File: src/rtl/if_stage_if.sv
// Instruction-memory fetch bus: request/address from the fetch stage, ready/data back.
interface if_stage_if;
    localparam int unsigned XLEN = 32;

    logic            req;
    logic [XLEN-1:0] addr;
    logic            rdy;
    logic [XLEN-1:0] rdata;

    modport master (output req, output addr, input rdy, input rdata);
    modport slave  (input req, input addr, output rdy, output rdata);
endinterface

File: src/rtl/if_stage.sv
// Instruction-fetch stage: owns the PC, fetches over the imem handshake and loads
// the IF_ID buffer, handling stalls, branch redirects and interrupt-entry bubbles.
module if_stage #(
    parameter logic [31:0] RESET_PC   = 32'h0000_0000,
    parameter logic [31:0] INT_VECTOR = 32'h0000_0010,
    parameter logic [31:0] NOP_INSTR  = 32'h0000_0000
) (
    input  logic        clk,
    input  logic        rst_n,
    if_stage_if.master  imem,
    input  logic        stall,
    input  logic        branch_sel,
    input  logic [31:0] branch_pc,
    input  logic        int_req,
    input  logic        returni,
    output logic        int_active,
    output logic [31:0] pc_plus_4,
    output logic [31:0] instr,
    output logic        interrupt
);
    localparam int unsigned XLEN = 32;

    typedef enum logic [1:0] {FETCH, HOLD, DISCARD} state_t;

    state_t          state, state_n;
    logic [XLEN-1:0] pc, pc_n;
    logic [XLEN-1:0] target, target_n;
    logic [XLEN-1:0] skid, skid_n;
    logic [XLEN-1:0] pc_plus_4_n, instr_n;
    logic            interrupt_n, int_active_n, req_q, req_n;
    logic            fire, pending, take_int;

    // pc always holds the address on the bus, including the stale one in DISCARD
    assign imem.req  = req_q;
    assign imem.addr = pc;

    assign fire     = req_q & imem.rdy;
    assign pending  = req_q & ~imem.rdy;
    assign take_int = (state == FETCH) & int_req & ~int_active & ~branch_sel & ~stall;

    always_ff @(posedge clk or negedge rst_n) begin
        if (!rst_n) begin
            state      <= FETCH;
            pc         <= RESET_PC;
            target     <= RESET_PC;
            skid       <= NOP_INSTR;
            pc_plus_4  <= '0;
            instr      <= NOP_INSTR;
            interrupt  <= 1'b0;
            int_active <= 1'b0;
            req_q      <= 1'b0;
        end else begin
            state      <= state_n;
            pc         <= pc_n;
            target     <= target_n;
            skid       <= skid_n;
            pc_plus_4  <= pc_plus_4_n;
            instr      <= instr_n;
            interrupt  <= interrupt_n;
            int_active <= int_active_n;
            req_q      <= req_n;
        end
    end

    always_comb begin
        state_n      = state;
        pc_n         = pc;
        target_n     = target;
        skid_n       = skid;
        pc_plus_4_n  = pc_plus_4;
        instr_n      = instr;
        interrupt_n  = interrupt;
        int_active_n = int_active & ~returni;

        if (branch_sel) begin
            // flush wins over stall; an in-flight request must drain first
            pc_plus_4_n = '0;
            instr_n     = NOP_INSTR;
            interrupt_n = 1'b0;
            target_n    = branch_pc;
            if (pending) begin
                state_n = DISCARD;
            end else begin
                pc_n    = branch_pc;
                state_n = FETCH;
            end
        end else begin
            unique case (state)
                FETCH: begin
                    if (stall) begin
                        if (fire) begin
                            skid_n  = imem.rdata;
                            state_n = HOLD;
                        end
                    end else if (take_int) begin
                        pc_plus_4_n  = pc;
                        instr_n      = NOP_INSTR;
                        interrupt_n  = 1'b1;
                        int_active_n = 1'b1;
                        target_n     = INT_VECTOR;
                        if (pending) state_n = DISCARD;
                        else         pc_n    = INT_VECTOR;
                    end else if (fire) begin
                        pc_plus_4_n = pc + XLEN'(4);
                        instr_n     = imem.rdata;
                        interrupt_n = 1'b0;
                        pc_n        = pc + XLEN'(4);
                    end else begin
                        instr_n     = NOP_INSTR;
                        interrupt_n = 1'b0;
                    end
                end
                HOLD: begin
                    if (!stall) begin
                        pc_plus_4_n = pc + XLEN'(4);
                        instr_n     = skid;
                        interrupt_n = 1'b0;
                        pc_n        = pc + XLEN'(4);
                        state_n     = FETCH;
                    end
                end
                DISCARD: begin
                    if (!stall) begin
                        instr_n     = NOP_INSTR;
                        interrupt_n = 1'b0;
                    end
                    if (fire) begin
                        pc_n    = target;
                        state_n = FETCH;
                    end
                end
                default: state_n = FETCH;
            endcase
        end

        req_n = (state_n != HOLD);
    end
endmodule
File: src/flat_wrapper.sv
// flat-port wrapper written by rule: the top's interface ports become plain ports
module if_stage_flat 
#(
    parameter logic [31:0] RESET_PC   = 32'h0000_0000,
    parameter logic [31:0] INT_VECTOR = 32'h0000_0010,
    parameter logic [31:0] NOP_INSTR  = 32'h0000_0000
)
  (clk, rst_n, stall, branch_sel, branch_pc, int_req, returni, int_active, pc_plus_4, instr, interrupt, imem_req, imem_addr, imem_rdy, imem_rdata);
  if_stage_if imem_i ();
  input  logic clk;
  input  logic rst_n;
  input  logic stall;
  input  logic branch_sel;
  input  logic [31:0] branch_pc;
  input  logic int_req;
  input  logic returni;
  output logic int_active;
  output logic [31:0] pc_plus_4;
  output logic [31:0] instr;
  output logic interrupt;
  output wire logic [$bits(imem_i.req)-1:0] imem_req;
  output wire logic [$bits(imem_i.addr)-1:0] imem_addr;
  input wire logic [$bits(imem_i.rdy)-1:0] imem_rdy;
  input wire logic [$bits(imem_i.rdata)-1:0] imem_rdata;
  assign imem_req = imem_i.req;
  assign imem_addr = imem_i.addr;
  assign imem_i.rdy = imem_rdy;
  assign imem_i.rdata = imem_rdata;
  if_stage #(.RESET_PC(RESET_PC), .INT_VECTOR(INT_VECTOR), .NOP_INSTR(NOP_INSTR)) u_core (.clk(clk), .rst_n(rst_n), .imem(imem_i), .stall(stall), .branch_sel(branch_sel), .branch_pc(branch_pc), .int_req(int_req), .returni(returni), .int_active(int_active), .pc_plus_4(pc_plus_4), .instr(instr), .interrupt(interrupt));
endmodule
File: config.mk
export PLATFORM = sky130hd
export DESIGN_NAME = if_stage_flat
export DESIGN_NICKNAME = d
export VERILOG_FILES = /design/src/rtl/if_stage_if.sv /design/src/rtl/if_stage.sv /design/src/flat_wrapper.sv
export SDC_FILE = /design/constraint.sdc
export NUM_CORES = 1
export LEC_CHECK = 0
export BUFFER_PORTS_ARGS = -buffer_cell sky130_fd_sc_hd__buf_2
export CAP_MARGIN = 15
export CORE_MARGIN = 2
export CORE_UTILIZATION = 55
export CTS_CLUSTER_SIZE = 30
export DETAILED_ROUTE_END_ITERATION = 6
export PLACE_DENSITY = 0.8
export SLEW_MARGIN = 20
export SYNTH_ARGS = -nofsm -noshare
export SYNTH_HDL_FRONTEND = slang
export SYNTH_SLANG_ARGS = --single-unit
File: constraint.sdc
create_clock -name clk -period 2.9 [get_ports clk]
set_input_delay 0.435 -clock clk [delete_from_list [all_inputs] [get_ports clk]]
set_output_delay 0.435 -clock clk [all_outputs]
set_load 0.005 [all_outputs]
==> run_results.csv <==
group,metric,value,unit
global_route,grt_usage,29.1,%
synth,synthTopCellsByCount,"165 x dfrtp_1, 100 x o21ai_0, 64 x nand2_1",
floorplan,start_util,55.9,%
synth,synth_top_area_share,51.0,%
finish,nFillCells,1162,
power,power,7.16,mW
timing,tightestPinTransition,0.773,ns
synth,synth_cell_type_count,57,
synth,ys_seq_area_share,51.0,%
worst_setup_path,cp.arrival,3.07,ns
clock_network,cts_tree,"yes",
floorplan,dieHeight,125,um
routing,drt_iter0_markers,1054,
floorplan,pin_count,170,
clock_network,cts.sinks,165,
timing,fmax,369,MHz
clock_network,root_buffer,"clkbuf_16",
routing,via_count,7251,
finish,area_delta_synth_final,20.8,%
synth,syn-num-nets,884,
synth,ys_ff_latch,165,
timing,fin_worst_skew,0.0167,ns
outcome,violations,"negative hold slack",
job,cap_viol_max_count,0,
power,power_leakage,4.43,nW
global_route,globalRoute.totalOverflow,0,
floorplan,core_area,0.0145,mm^2
finish,diodes,0,
timing,setup_viol,0,
synth,syn_avg_cell_area,10.0,um^2
timing,slew_violations,0,
clock_network,clk_pin_slew_worst_paths,0.07,ns
place,dpl.hpwl,15000,um
worst_setup_path,critPathLaunchType,"flop",
routing,routed_wl,22600,um
clock_network,clockBufferDepth,2,
place,io_buffers,169,
worst_setup_path,worst_r2r_path_depth,6,
floorplan,dieArea,0.0157,mm^2
global_route,grt_pass1_wl,36300,um
synth,synth_edf_count,0,
routing,first_pass_iters,5,
synth,ys_warn_count,0,
timing,period_share,93.6,%
routing,vias_per_cell,6.31,
synth,synthFlopType,"dfrtp_1",
clock_network,numCtsBuffers,17,
finish,layout-drive-gt1-share,28.4,%
clock_network,ctsResizeCount,0,
clock_network,postCtsHoldBufs,0,
timing,fin_hold_ws,-0.0154,ns
worst_setup_path,end_kind,"flop",
floorplan,die_x,125,um
worst_setup_path,crit_type,"reg2reg",
worst_setup_path,crit_fanout,6,
synth,syn_inst,807,
clock_network,clkLatencyLatePin,0.45,ns
finish,finalInstanceArea,0.00977,mm^2
synth,synth_async_sr_flop_share,100,%
worst_setup_path,cp.required,3.25,ns
synth,synthesis.area,0.00809,mm^2
timing,slew_headroom,48.0,%
clock_network,htree_levels,4,
timing,fin_crit,2.71,ns
global_route,antenna_found_initial,0,
power,peakVddDrop,0.493,mV
outcome,status,"finished with violations",
timing,finalHoldViolations,18,
floorplan,rows,44,
routing,detail-route-antenna-nets,0,
synth,synthMostInstantiatedCell,"dfrtp_1",
timing,rsz0062_at_grt,"false",
place,place_area,0.00917,mm^2
global_route,grt_max_degree,66,
routing,drc,0,
power,power.density,733,mW/mm^2
finish,fin_nets,1029,
place,finalWeightedCongestion,0.913,
timing,tns,0,ns
worst_hold_path,hold_class,"in2async",
synth,synthTopCellsByArea,"dfrtp_1 51%, o21ai_0 6.2%, mux2_2 4.7%, a22o_1 4.2%, a22oi_1 4.0%",
synth,yosysTopAreaCell,"dfrtp_1",
routing,wire_per_inst,19.6,um
global_route,grt_pass1_vias,6649,
clock_network,cts_setup_buffers,0,
registers in the layout, summed over array words and instances (netlist names):
| register | flops |
|---|---|
| u_core.imem.addr | 32 |
| u_core.imem.req | 1 |
| u_core.instr | 32 |
| u_core.int_active | 1 |
| u_core.interrupt | 1 |
| u_core.pc_plus_4 | 32 |
| u_core.skid | 32 |
| u_core.state | 2 |
| u_core.target | 32 |
worst max-delay path, stage by stage, from the launching register on:
cell	delay, ns
dfrtp_1	0.43
ha_1	0.31
nand3_1	0.22
or4_4	0.61
or4_4	0.52
or3_1	0.34
a31oi_1	0.19
final cells by class:
| type | instances | area [um^2] | area share [%] |
|---|---|---|---|
| well taps | 184 | 230 | 2.36 |
| clock inverters | 15 | 179 | 1.83 |
| inverters | 18 | 67.6 | 0.691 |
| flip-flops and latches | 165 | 4130 | 42.2 |
| clock buffers | 17 | 425 | 4.35 |
| multi-input cells | 558 | 3680 | 37.7 |
| repair buffers | 192 | 1060 | 10.9 |
path summary, 6_finish.rpt:
path | from | slack (ns) | endpoint
setup / recovery | u_core.imem.addr[3] | 0.19 | u_core.pc_plus_4[28]
hold / removal | rst_n | -0.02 | u_core.imem.addr[18]
setup reg to reg | u_core.imem.addr[3] | 0.19 | u_core.pc_plus_4[28]
hold reg to reg | u_core.instr[22] | 0.47 | u_core.instr[22]
max in group asynchronous | rst_n | 2.11 | u_core.imem.addr[0]
min in group clk | returni | 0.19 | u_core.int_active
per-stage QoR:
step	util, %	cells	setup WS, ns	hold slack, ns
after floorplan	-	807	0.498	0.139
after global placement	63.3	1117	0.366	0.458
after detailed placement	63.3	1117	0.314	0.465
after CTS	67.5	1149	0.214	0.00650
after global routing	67.5	1149	0.0742	0.0321
final	67.5	1149	0.187	-0.0154
power by group:
part	internal, mW	switching [mW]	total [mW]
Clock	1.24	1.06	2.29
Combinational	0.729	0.897	1.63
Sequential	2.73	0.516	3.24
metal layers:
| metal | routed length [um] | share of wire [%] | track usage, % |
|---|---|---|---|
| met1 | 9880 | 44 | 43.3 |
| met2 | 9910 | 44 | 42.1 |
| met3 | 2270 | 10 | 8.47 |
| met4 | 494 | 2.2 | 7.71 |
| met5 | 0 | 0 | 0 |
cell families after synthesis:
kind of cell             count (synthesis)  synth area share (%)
AND/OR/NAND/NOR                        200                  12.4
adder cells (fa/ha/maj)                  6                 0.927
buffers and inverters                   84                  3.96
multiplexers                            38                  5.22
XOR/XNOR                                26                  2.81
flip-flops                             165                  51.0
AO/OA/AOI/OAI                          288                  23.7
placed cells by master (no fill, tap or decap), types with 7 or more instances in the layout:
master and count:
nand2_1 64, nor3_1 10, a211oi_1 9, xor2_1 17, nand4_1 15, xnor2_1 9
nand3_1 21, buf_4 20, mux2_2 34, buf_2 168, a22o_1 39, o21ai_0 100
a31oi_1 13, and3_1 9, inv_1 17, nor2_1 39, nor4_1 8, dfrtp_1 165
a21oi_1 35, a222oi_1 7, clkbuf_16 17, a22oi_1 43
No activity file was read; power rests on OpenSTA's default activity.
